<file path="src/rtl/bdd_pkg.sv">
// Shared definitions for the decision-tree loader and traversal engine.
// Covers the state encoding, node word layouts and frame constants.
package bdd_pkg;

  typedef enum logic [2:0] {
    S_IDLE,
    S_HDR,
    S_COEF,
    S_CHILD,
    S_CSUM,
    S_DONE,
    S_ERR
  } state_t;

  localparam int C1_LSB      = 26;
  localparam int C2_LSB      = 18;
  localparam int C3_LSB      = 10;
  localparam int THRESH_LSB  = 0;
  localparam int LEFT_LSB    = 8;
  localparam int RIGHT_LSB   = 0;
  localparam int LEAF_BIT    = 7;
  localparam int COEF_BYTES  = 5;
  localparam int CHILD_BYTES = 2;

endpackage

</file>
<file path="src/rtl/byte_packer.sv">
// Shifts K stream bytes into a W-bit word, oldest byte most significant.
// Only the low W bits are kept, so oversized leading bytes drop off the top.
module byte_packer #(
  parameter int K = 5,
  parameter int W = 34
) (
  input  logic         clk,
  input  logic         rst,
  input  logic         clr,
  input  logic         en,
  input  logic [7:0]   data,
  output logic [W-1:0] word,
  output logic         last
);

  localparam int CW = (K > 1) ? $clog2(K) : 1;

  logic [CW-1:0] cnt;
  logic [W-9:0]  sh;

  assign word = {sh, data};
  assign last = en && (cnt == CW'(K - 1));

  always_ff @(posedge clk or posedge rst) begin
    if (rst) begin
      cnt <= '0;
      sh  <= '0;
    end else if (clr) begin
      cnt <= '0;
    end else if (en) begin
      sh  <= word[W-9:0];
      cnt <= last ? '0 : cnt + 1'b1;
    end
  end

endmodule

</file>
<file path="src/rtl/bdd_tree_loader.sv">
// Unpacks a framed, XOR-checked tree image from a byte stream into
// the coefficient and child-pointer node memories.
module bdd_tree_loader
  import bdd_pkg::*;
#(
  parameter int RAM1_DATA_WIDTH = 34,
  parameter int RAM2_DATA_WIDTH = 16,
  parameter int ADDR_WIDTH      = 4,
  parameter int DEPTH           = 16
) (
  input  logic                       clk,
  input  logic                       rst,
  input  logic                       start,
  input  logic [7:0]                 s_data,
  input  logic                       s_valid,
  output logic                       s_ready,
  output logic                       we1,
  output logic [ADDR_WIDTH-1:0]      ram1_addr,
  output logic [RAM1_DATA_WIDTH-1:0] ram1_data,
  output logic                       we2,
  output logic [ADDR_WIDTH-1:0]      ram2_addr,
  output logic [RAM2_DATA_WIDTH-1:0] ram2_data,
  output logic                       busy,
  output logic                       done,
  output logic                       err
);

  state_t     state;
  logic [7:0] xsum;
  logic [7:0] n;
  logic [7:0] node;

  logic                       acc;
  logic                       arm;
  logic                       coef_last;
  logic                       child_last;
  logic [RAM1_DATA_WIDTH-1:0] coef_word;
  logic [RAM2_DATA_WIDTH-1:0] child_word;
  logic                       hdr_bad;
  logic                       ptr_bad;
  logic [7:0]                 xnext;

  assign acc   = s_valid & s_ready;
  assign arm   = start && (state == S_IDLE || state == S_DONE
                           || state == S_ERR);
  assign xnext = xsum ^ s_data;

  assign hdr_bad = (s_data == 8'd0) || (s_data > 8'(DEPTH));
  // A non-leaf child must point at a node inside this image.
  assign ptr_bad = !s_data[LEAF_BIT] && ({1'b0, s_data[6:0]} >= n);

  byte_packer #(.K(COEF_BYTES), .W(RAM1_DATA_WIDTH)) u_coef (
    .clk  (clk),
    .rst  (rst),
    .clr  (arm),
    .en   (acc && state == S_COEF),
    .data (s_data),
    .word (coef_word),
    .last (coef_last)
  );

  byte_packer #(.K(CHILD_BYTES), .W(RAM2_DATA_WIDTH)) u_child (
    .clk  (clk),
    .rst  (rst),
    .clr  (arm),
    .en   (acc && state == S_CHILD),
    .data (s_data),
    .word (child_word),
    .last (child_last)
  );

  always_ff @(posedge clk or posedge rst) begin
    if (rst) begin
      state     <= S_IDLE;
      xsum      <= '0;
      n         <= '0;
      node      <= '0;
      s_ready   <= 1'b0;
      we1       <= 1'b0;
      ram1_addr <= '0;
      ram1_data <= '0;
      we2       <= 1'b0;
      ram2_addr <= '0;
      ram2_data <= '0;
      busy      <= 1'b0;
      done      <= 1'b0;
      err       <= 1'b0;
    end else begin
      we1 <= 1'b0;
      we2 <= 1'b0;
      if (arm) begin
        state   <= S_HDR;
        xsum    <= '0;
        s_ready <= 1'b1;
        busy    <= 1'b1;
        done    <= 1'b0;
        err     <= 1'b0;
      end else if (acc) begin
        xsum <= xnext;
        unique case (state)
          S_HDR: begin
            n    <= s_data;
            node <= '0;
            if (hdr_bad) begin
              state   <= S_ERR;
              err     <= 1'b1;
              busy    <= 1'b0;
              s_ready <= 1'b0;
            end else begin
              state <= S_COEF;
            end
          end
          S_COEF: begin
            if (coef_last) begin
              we1       <= 1'b1;
              ram1_addr <= node[ADDR_WIDTH-1:0];
              ram1_data <= coef_word;
              state     <= S_CHILD;
            end
          end
          S_CHILD: begin
            if (ptr_bad) begin
              state   <= S_ERR;
              err     <= 1'b1;
              busy    <= 1'b0;
              s_ready <= 1'b0;
            end else if (child_last) begin
              we2       <= 1'b1;
              ram2_addr <= node[ADDR_WIDTH-1:0];
              ram2_data <= child_word;
              if (node == n - 8'd1) begin
                state <= S_CSUM;
              end else begin
                node  <= node + 8'd1;
                state <= S_COEF;
              end
            end
          end
          S_CSUM: begin
            state   <= (xnext == 8'd0) ? S_DONE : S_ERR;
            done    <= (xnext == 8'd0);
            err     <= (xnext != 8'd0);
            busy    <= 1'b0;
            s_ready <= 1'b0;
          end
          default: ;
        endcase
      end
    end
  end

endmodule

</file>
<file path="config.mk">
export PLATFORM = sky130hd
export DESIGN_NAME = bdd_tree_loader
export DESIGN_NICKNAME = d
export VERILOG_FILES = /design/src/rtl/bdd_pkg.sv /design/src/rtl/byte_packer.sv /design/src/rtl/bdd_tree_loader.sv
export SDC_FILE = /design/constraint.sdc
export NUM_CORES = 1
export LEC_CHECK = 0
export ABC_AREA = 1
export CORE_MARGIN = 2
export CORE_UTILIZATION = 50
export DETAILED_ROUTE_END_ITERATION = 7
export GPL_TIMING_DRIVEN = 0
export HOLD_SLACK_MARGIN = 0.02
export PLACE_DENSITY_LB_ADDON = 0.15
export SLEW_MARGIN = 20
export SYNTH_ARGS = -nofsm -noshare
export SYNTH_HDL_FRONTEND = slang
export SYNTH_HIERARCHICAL = 1
export SYNTH_SLANG_ARGS = --single-unit
</file>
<file path="constraint.sdc">
create_clock -name clk -period 2.9 [get_ports clk]
set_input_delay 0.58 -clock clk [delete_from_list [all_inputs] [get_ports clk]]
set_output_delay 0.58 -clock clk [all_outputs]
set_load 0.005 [all_outputs]
</file>
==> results.md <==
- Outcome: finished, final reports clean
- Critical Path RT: 3.20 ns
- Worst VDD drop: 0.4066 mV
- CP Data Arrival Time: 2.99 ns
- FMAX: 372.4 MHz
- Drt wl/cell: 15.01 um
- Layout cells sized above 1: 13.15%
- Cell row count: 40
- Min-delay worst type: reg2reg
- Pin count of the biggest net entering global routing: 34
- Netlist cell types: 36
- Measured slew at the worst slew-check pin: 0.6471 ns
- Routability cong.: 0.8494
- Die area: 0.01324 sq mm
- CTS tree: built
- Hold EP: u_child/sh[2]
- Pwr dens: 518.4 mW/mm^2
- Die X: 115.1 um
- RSZ-0062 raised after global routing: no
- Hold path depth: 2
- Worst slew margin: 56.73%
- Final core occ: 64.64%
- Area growth from synthesis to layout: 25.84%
- Avg Inst Size Synth: 8.406 sq um
- Pleak: 4.051 nW
- Crit. End Element: register
- Hold_sp: u_child/sh[2]
- CTS root buffer: clkbuf_16
- Asr flop ratio synth: 100.0%
- Overall Power: 0.004025 W
- CP Class: in2reg
- Number of global-route vias before repair: 5103
- Vias per cell: 5.025
- Post-synth EDFFs: 0
- RR Startpoint: state[1]
- Initial core utilization: 51.36%
- Initial drt markers: 279
- Worst reg2reg path endpoint: ram2_data[15]
- FF/Latch Area: 0.003203 sq mm
- Flop-to-flop setup slack: 0.29 ns
- Max Slew Vio Count: 0
- Input/output buffers: 75
- Synth Instances: 734
- Antenna Cells: 0
- Final setup fails: 0
- Ys flop type: dfrtp_1
- Initial antenna violation count: 0
- Total track usage: 24.58%
- Skew final: 0.006967 ns
- Final hold violation count: 0
- Synth warn: 6
- Hold WS: 0.4660 ns
- Gr ovfl total: 0
- Setup TNS: 0 ns
- Die Y: 115.1 um
- Placed Area: 0.007176 sq mm
- Total setup buffers inserted after CTS: 0
- Fillers: 1039
- Finished Cell Area: 0.007764 sq mm
- Clock buffer count from CTS: 17
- Post-layout nets: 854
- #FFs+latches synth: 128
- Routed WL: 14880 um
- Post-Syn Area: 0.006170 sq mm
- R2R cell count: 12
- CTS Sinks: 128
- Crit-path max FO: 10
- Total core area: 0.01201 sq mm
- Clock Tree Buf Depth: 2
- DRC: 0
- Footprint of the multi-input gates: 0.002366 sq mm
- Max_cap viols: 0
- DR pass1 iterations: 5
- Vias: 4980
- I/O pin count: 76
- Worst skew pair latency: 0.42 ns
- Hpwl dp: 10500 um
- Fin crit period: 2.686 ns
- Htree depth: 4
- CP startpoint kind: input pin
- Final Cycle Share: 92.60%
- Seq/Total Area, Yosys: 51.92%
- First-pass GRT wire length: 24970 um
- Final ANT Viol Nets: 0
- Worst-path clk slew: 0.06 ns
- Net count after synthesis: 757
metal layers:
metal  vias up  wire length [um]  GRT usage [%]
li1       2454                 -              -
met1      2391              6541          31.48
met4         0               295          10.12
met2       114              7462          40.67
met3        21               576          5.430
met5         -                 0              0
worst max path at each step:
| stage | from | to | slack (ns) | depth (start not counted) |
|---|---|---|---|---|
| after CTS | state[1] | ram2_data[15] | 0.15 | 12 |
| after global placement | s_data[0] | ram2_data[15] | -0.21 | 14 |
| after detailed placement | s_data[0] | ram2_data[0] | -0.23 | 14 |
| after floorplan | state[1] | ram2_data[0] | 0.76 | 12 |
| after global routing | s_data[0] | ram2_data[5] | 0.03 | 14 |
| final | s_data[5] | ram2_data[15] | 0.21 | 11 |
timing repair:
item | in CTS | in global routing
hold buffers | 0 | 0
gates resized for setup | 0 | 1
endpoints found under the setup margin | 0 | 6
endpoints found under the hold margin | 0 | 0
cells in the final DEF, fill, tap and decap left out, types with 4 or more instances in the layout:
| master | n |
|---|---|
| buf_6 | 7 |
| inv_1 | 73 |
| ha_1 | 11 |
| nor2_1 | 47 |
| xor2_1 | 5 |
| buf_2 | 9 |
| buf_4 | 19 |
| nand2_1 | 262 |
| a21oi_2 | 10 |
| dfrtp_1 | 128 |
| o21ai_1 | 8 |
| o21ai_0 | 33 |
| a21oi_1 | 8 |
| nand2_4 | 5 |
| clkbuf_16 | 17 |
| o21ai_2 | 10 |
| inv_2 | 4 |
| clkbuf_1 | 8 |
| xnor2_1 | 12 |
| nand3_1 | 47 |
| clkdlybuf4s50_1 | 75 |
through the flow:
| step | std cells | worst slack (ns) |
|---|---|---|
| floorplan | 734 | 0.7566 |
| detailed placement | 959 | -0.2301 |
| finish | 991 | 0.2145 |
| global route | 991 | 0.03301 |
| CTS | 991 | 0.1469 |
| global placement | 956 | -0.2076 |
Yosys cell counts, types with 2 or more instances:
cell type	number	area [sq um]
a21oi_1	8	40.04
a21oi_2	10	87.58
buf_1	2	7.510
buf_2	9	45.04
buf_4	19	142.6
buf_6	7	78.83
clkbuf_1	5	18.77
dfrtp_1	128	3203
ha_1	11	137.6
inv_1	75	281.5
inv_2	3	11.26
nand2_1	262	983.4
nand2_2	3	18.77
nand2_4	5	56.30
nand3_1	47	235.2
nand3_2	2	20.02
nand3_4	2	35.03
nand4_1	3	18.77
nor2_1	48	180.2
nor2_2	2	12.51
nor3_1	2	10.01
nor3b_1	2	15.01
o211ai_1	3	22.52
o21ai_0	33	165.2
o21ai_1	8	40.04
o21ai_2	10	87.58
xnor2_1	12	105.1
xor2_1	5	43.79
power breakdown:
part,internal (W),switching (W)
Clock,0.00133,0.000783
Sequential,0.00179,0
Combinational,0.0000462,0.0000786
flip-flops by register name (all words and copies together) (netlist names), 3 cells and up:
register and count:
state 3, ram2_data 16, node 8, u_coef/sh 26
ram1_addr 4, n 8, ram1_data 34, u_child/sh 8
ram2_addr 4, xsum 8, u_coef/cnt 3
layout make-up:
class / instances / share of cell area (%)
flip-flops and latches: 128 / 41.26
multi-input cells: 483 / 30.48
repair buffers: 78 / 10.54
clock buffers: 23 / 6.156
inverters: 80 / 3.981
plain buffers: 43 / 3.836
well taps: 147 / 2.369
clock inverters: 9 / 1.386
critical path, cell delays in order:
cell and delay [ns]:
clkdlybuf4s50_1 0.82, ha_1 0.35, a21oi_1 0.15, nor2_1 0.05, a21oi_1 0.11, nand2_1 0.06, nand2_1 0.10, nand2_2 0.10
nor3_4 0.25, buf_2 0.28, o21ai_0 0.10
cell families after synthesis:
family / after synthesis / share of synthesized area, %
AND/OR/NAND/NOR: 382 / 26.36
flip-flops: 128 / 51.92
AO/OA/AOI/OAI: 73 / 7.301
XOR/XNOR: 17 / 2.413
buffers and inverters: 123 / 9.775
adder cells (fa/ha/maj): 11 / 2.231
Note: power is estimated with default switching activity, not from simulation.
